$ cat src/rtl/pipe_ctrl_pkg.sv
// Shared opcode classes, run-state encodings and FSM state type for the
// five-stage pipeline controller.
package pipe_ctrl_pkg;

  localparam logic [4:0] OP_NOP   = 5'b00000;
  localparam logic [4:0] OP_HALT  = 5'b00001;
  localparam logic [4:0] OP_LOAD  = 5'b00010;
  localparam logic [4:0] OP_STORE = 5'b00011;
  localparam logic [4:0] OP_SLL   = 5'b00100;
  localparam logic [4:0] OP_SLA   = 5'b00101;
  localparam logic [4:0] OP_SRL   = 5'b00110;
  localparam logic [4:0] OP_SRA   = 5'b00111;
  localparam logic [4:0] OP_ADD   = 5'b01000;
  localparam logic [4:0] OP_ADDI  = 5'b01001;
  localparam logic [4:0] OP_SUB   = 5'b01010;
  localparam logic [4:0] OP_SUBI  = 5'b01011;
  localparam logic [4:0] OP_CMP   = 5'b01100;
  localparam logic [4:0] OP_AND   = 5'b01101;
  localparam logic [4:0] OP_OR    = 5'b01110;
  localparam logic [4:0] OP_XOR   = 5'b01111;
  localparam logic [4:0] OP_LDIH  = 5'b10000;
  localparam logic [4:0] OP_ADDC  = 5'b10001;
  localparam logic [4:0] OP_SUBC  = 5'b10010;
  localparam logic [4:0] OP_JUMP  = 5'b11000;
  localparam logic [4:0] OP_JMPR  = 5'b11001;
  localparam logic [4:0] OP_BZ    = 5'b11010;
  localparam logic [4:0] OP_BNZ   = 5'b11011;
  localparam logic [4:0] OP_BN    = 5'b11100;
  localparam logic [4:0] OP_BNN   = 5'b11101;
  localparam logic [4:0] OP_BC    = 5'b11110;
  localparam logic [4:0] OP_BNC   = 5'b11111;

  localparam logic RUN_EXEC = 1'b1;
  localparam logic RUN_IDLE = 1'b0;

  localparam int STALL_W = 3;

  typedef enum logic [1:0] {
    ST_IDLE = 2'd0,
    ST_EXEC = 2'd1,
    ST_HALT = 2'd2
  } ctrl_state_t;

endpackage

$ cat src/rtl/pipe_ctrl_src_decode.sv
// Decodes which register fields of an instruction are read as sources;
// shared by hazard detection and (later) forwarding.
module src_decode
  import pipe_ctrl_pkg::*;
(
  input  logic [15:0] ir,
  output logic        use_r1,
  output logic        use_r2,
  output logic        use_r3
);

  logic [4:0] op;
  assign op = ir[15:11];

  always_comb begin
    use_r1 = 1'b0;
    use_r2 = 1'b0;
    use_r3 = 1'b0;
    case (op)
      OP_BZ, OP_BNZ, OP_BN, OP_BNN, OP_BC, OP_BNC, OP_JMPR,
      OP_ADDI, OP_SUBI, OP_LDIH: use_r1 = 1'b1;
      OP_STORE: begin
        use_r1 = 1'b1;
        use_r2 = 1'b1;
      end
      OP_LOAD, OP_SLL, OP_SRL, OP_SLA, OP_SRA: use_r2 = 1'b1;
      OP_ADD, OP_ADDC, OP_SUB, OP_SUBC, OP_CMP,
      OP_AND, OP_OR, OP_XOR: begin
        use_r2 = 1'b1;
        use_r3 = 1'b1;
      end
      default: ;
    endcase
  end

endmodule

$ cat src/rtl/pipe_ctrl.sv
// Run/stall/flush controller for the five-stage pipeline: start/halt FSM,
// load-use stall insertion, branch squash and saturating debug counters.
module pipe_ctrl
  import pipe_ctrl_pkg::*;
#(
  parameter int LOAD_STALL = 1,
  parameter int CNT_W      = 16
) (
  input  logic             clock,
  input  logic             reset,
  input  logic             enable,
  input  logic             start,
  input  logic [15:0]      id_ir,
  input  logic [15:0]      ex_ir,
  input  logic [15:0]      mem_ir,
  input  logic             branch_taken,
  output logic             state,
  output logic             halted,
  output logic             stall,
  output logic             bubble_ex,
  output logic             flush_id,
  output logic [CNT_W-1:0] cycle_cnt,
  output logic [CNT_W-1:0] stall_cnt
);

  localparam logic [STALL_W-1:0] STALL_RELOAD = STALL_W'(LOAD_STALL - 1);

  ctrl_state_t cur_state, nxt_state;
  logic [STALL_W-1:0] stall_left, nxt_stall_left;
  logic use_r1, use_r2, use_r3;
  logic hazard, in_exec;

  src_decode u_src_decode (
    .ir     (id_ir),
    .use_r1 (use_r1),
    .use_r2 (use_r2),
    .use_r3 (use_r3)
  );

  assign in_exec = (cur_state == ST_EXEC);
  assign hazard  = (ex_ir[15:11] == OP_LOAD) &&
                   ((use_r1 && (ex_ir[10:8] == id_ir[10:8])) ||
                    (use_r2 && (ex_ir[10:8] == id_ir[6:4]))  ||
                    (use_r3 && (ex_ir[10:8] == id_ir[2:0])));

  always_ff @(posedge clock or posedge reset) begin
    if (reset) begin
      cur_state  <= ST_IDLE;
      stall_left <= '0;
      cycle_cnt  <= '0;
      stall_cnt  <= '0;
    end else begin
      cur_state  <= nxt_state;
      stall_left <= nxt_stall_left;
      if (in_exec && (cycle_cnt != '1))
        cycle_cnt <= cycle_cnt + 1'b1;
      if (stall && (stall_cnt != '1))
        stall_cnt <= stall_cnt + 1'b1;
    end
  end

  // A taken branch overrides any pending stall so the PC can move to the
  // target; leaving EXEC also drops whatever stall was in progress.
  always_comb begin
    nxt_state      = cur_state;
    nxt_stall_left = '0;
    stall          = 1'b0;
    bubble_ex      = 1'b0;
    flush_id       = 1'b0;
    case (cur_state)
      ST_IDLE: if (enable && start) nxt_state = ST_EXEC;
      ST_EXEC: begin
        if (!enable)
          nxt_state = ST_IDLE;
        else if (mem_ir[15:11] == OP_HALT)
          nxt_state = ST_HALT;
        if (branch_taken) begin
          flush_id  = 1'b1;
          bubble_ex = 1'b1;
        end else if (stall_left != '0) begin
          stall          = 1'b1;
          bubble_ex      = 1'b1;
          nxt_stall_left = stall_left - 1'b1;
        end else if (hazard) begin
          stall          = 1'b1;
          bubble_ex      = 1'b1;
          nxt_stall_left = STALL_RELOAD;
        end
        if (nxt_state != ST_EXEC)
          nxt_stall_left = '0;
      end
      ST_HALT: if (!enable) nxt_state = ST_IDLE;
      default: nxt_state = ST_IDLE;
    endcase
  end

  assign state  = in_exec ? RUN_EXEC : RUN_IDLE;
  assign halted = (cur_state == ST_HALT);

endmodule
$ cat config.mk
export PLATFORM = sky130hd
export DESIGN_NAME = pipe_ctrl
export DESIGN_NICKNAME = d
export VERILOG_FILES = /design/src/rtl/pipe_ctrl_pkg.sv /design/src/rtl/pipe_ctrl_src_decode.sv /design/src/rtl/pipe_ctrl.sv
export SDC_FILE = /design/constraint.sdc
export NUM_CORES = 1
export LEC_CHECK = 0
export BUFFER_PORTS_ARGS = -buffer_cell sky130_fd_sc_hd__buf_2
export CAP_MARGIN = 20
export CORE_AREA = 2 2 94 96
export CTS_CLUSTER_SIZE = 14
export DETAILED_ROUTE_END_ITERATION = 16
export DIE_AREA = 0 0 96 98
export PLACE_DENSITY = 0.5
export SYNTH_ARGS = -nofsm -noshare
export SYNTH_HDL_FRONTEND = slang
export SYNTH_SLANG_ARGS = --single-unit
$ cat constraint.sdc
create_clock -name clock -period 2.25 [get_ports clock]
set_clock_uncertainty 0.15 [all_clocks]
set_input_delay 0.45 -clock clock [delete_from_list [all_inputs] [get_ports clock]]
set_output_delay 0.45 -clock clock [all_outputs]
set_load 0.01 [all_outputs]
==> results.yml <==
final_layout:
  fin_nets: 346
  fill_cells: 880
  fin_util_pct: 34.0
  drive_above_1_share_pct: 42.6
  final_cell_area_um2: 2880
  syn2layout_area_growth_pct: 41.7
  n_antenna_cell: 0
setup_path:
  slowest_stage: "or3_4"
  crit_arrival_ps: 1700
  worst_setup_path_end_kind: "output pin"
  critPathRequiredTime_ps: 1650
  cp_num_buf_inv: 2
  path_class: "in2out"
  reg2regPathDepth: 6
  rrSetupSlack_ps: 220
  crit_cells: 7
  cp-start-kind: "input port"
  r2r-start: "cycle_cnt[4]$_DFFE_PP0P_"
  cpPeakStageDelay_ps: 370
  crit_family: "compound AO/OA/AOI/OAI gates"
  path_max_fanout: 3
  r2r_end: "cycle_cnt[1]$_DFFE_PP0P_"
  crit_chain: "buf_6, or3_4, a21oi_2, o22a_1, o221ai_4, o21a_1, buf_2"
detailed_routing:
  wl_met3_um: 333
  topRoutingLayerUsed: "met4"
  drt-total-wl_mm: 4.67
  dr_total_vias: 1729
  drt-pass1-iter-count: 4
  ant_nets: 0
  met2_length_mm: 2.14
  via_per_inst: 4.36
  drt_iter0_drc: 54
  routedWlPerCell_um: 11.8
  m1WireLength_mm: 2.16
  drc: 0
die:
  die_area_um2: 9410
  ios: 90
  die_w_um: 96
  rows: 34
  initial_core_util_pct: 24.0
  core_um2: 8470
  die_y_um: 98
power_and_ir_drop:
  clkPwrFrac_pct: 29.0
  p_sw_share_pct: 28.5
  leakagePower_nw: 1.38
  power_switching_uw: 465
  p_per_area_nw_per_um2: 567
  seq_power_share_pct: 47.8
  combPwrFrac_pct: 23.2
  total_power_mw: 1.63
  p_int_mw: 1.17
  ir_drop_v: 0.000526
synth:
  yosysWarnings: 0
  syn_nets: 250
  synth.distinct_cells: 39
  syn_area_per_cell_um2: 10.5
  netlist_instances: 193
  syn_area_um2: 2030
  synth_seq_cells: 37
  ys_seq_area_share_pct: 45.6
cts:
  numCtsBuffers: 5
  clock-sinks: 37
  htreeDepth: 2
  clockBufferDepth: 2
  clk_pin_slew_ps: 80
  clock_latency_ps: 290
  cts_root_buf: "clkbuf_8"
  tritoncts: "done"
timing:
  relSlewSlack_pct: 67.8
  setup_violations: 1
  period_share_pct: 102
  slew_viol_final: 0
  timing.setup.tns_ps: -48.8
  finalHoldViolCount: 0
  setup_slack_ps: -48.8
  worstMarginPinSlew_ps: 484
  max_clock_freq_ghz: 0.435
  rsz0062_at_grt: "true"
  period_needed_ps: 2300
placed_design:
  dp_hpwl_mm: 3.57
  dp_slack_ps: -132
  place.gp.congestion: 0.767
  placement.io_buffers: 68
  placed_area_um2: 2630
outcome:
  violations: "negative setup slack"
  status: "finished with violations"
global_routing:
  grt_util_all_layers_pct: 10.7
  antenna_found_initial: 0
  grt.overflow.total: 0
  grt_pass1_vias: 1745
  grt_max_degree: 38
  grt_pass1_wl_mm: 8.11
run:
  drv_cap: 0
hold_path:
  hold_class: "in2async"
cells by family after synthesis:
kind of cell	share of synthesized area (%)
DFF	45.6
AOI/OAI and AO/OA	4.68
and+or+nand+nor	25.3
adders and majority gates	2.46
xor gates and xnor gates	16.8
buffers and inverters	2.96
muxes	2.16
registers in the layout, summed over array words and instances, names as in the netlist:
signal and count:
stall_left 3, cur_state 2, stall_cnt 16, cycle_cnt 16
cell usage in the layout, fill, tap and decap left out, drive strengths merged, types with 2 or more instances in the layout:
cell type / instances
inv: 11
nand2: 14
and2: 2
xor2: 17
a21oi: 3
and3: 5
nor3: 13
mux2: 3
o21a: 2
ha: 4
and4: 2
nor4: 3
nand4: 8
nand3: 15
buf: 91
xnor2: 22
nand2b: 4
dfrtp: 37
clkbuf: 7
nor2: 13
per-stage QoR:
stage	cells	hold slack [ps]
CTS	395	137
floorplan	193	264
finish	397	116
global placement	386	273
global route	397	193
detailed placement	386	287
tightest hold or removal path, stage by stage:
cell and delay (ps):
buf_2 90, inv_1 40, buf_4 420
layer usage:
| layer | global-route usage (%) | vias to the layer above |
|---|---|---|
| li1 | - | 858 |
| met1 | 14.7 | 821 |
| met2 | 16.0 | 46 |
| met3 | 3.86 | 4 |
| met4 | 2.31 | 0 |
| met5 | 0 | - |
power by group through the flow:
stage | logic (mW) | clock network, mW | registers, mW
after global placement | 0.358 | 0 | 0.790
after CTS | 0.364 | 0.498 | 0.781
final | 0.378 | 0.473 | 0.779
after floorplan | 0.151 | 0 | 0.826
after global routing | 0.430 | 0.536 | 0.791
after detailed placement | 0.361 | 0 | 0.793
cell usage after synthesis (all sizes together):
cell type  number  area (um^2)
nor4            3         31.3
nand2          14         55.1
xor2           17          149
nor4b           1         23.8
or4             1         7.51
o21a            2         15.0
ha              4         50.1
o22a            1         8.76
o221ai          1         26.3
or3             1         6.26
buf             2         18.8
nand2b          4         25.0
o21bai          1         7.51
nor2b           1         6.26
a31oi           1         6.26
mux2i           1         10.0
dfrtp          37          926
nor3           13         90.1
nor2           13         48.8
xnor2          22          193
and2            2         12.5
a21oi           3         15.0
inv            11         41.3
and3            5         36.3
nor3b           1         7.51
nand4           8         50.1
o31ai           1         7.51
and4            2         17.5
mux2            3         33.8
nand3          15         87.6
or3b            1         8.76
o2111ai         1         8.76
cell type report:
cell class	instances	area (um^2)	area share [%]
timing repair buffer	91	551	19.1
clock buffer	7	86.3	3.00
tap	108	135	4.70
multi-input combinational	143	1140	39.5
inverter	11	41.3	1.44
sequential	37	926	32.2
how the worst max path moves through the flow:
stage                   start                        end
floorplan           ex_ir[10]  stall_cnt[12]$_DFFE_PP0P_
global placement    id_ir[12]                  bubble_ex
detailed placement  id_ir[12]                  bubble_ex
CTS                 id_ir[15]                  bubble_ex
global route        id_ir[15]                  bubble_ex
finish              id_ir[15]                  bubble_ex
repair_timing:
action	4_1_cts	5_1_grt
hold buffers	0	0
gates resized for setup	3	22
setup endpoints to repair	6	3
buffers inserted	2	2
pin swaps	6	13
Power figures use the tool's default switching activity.
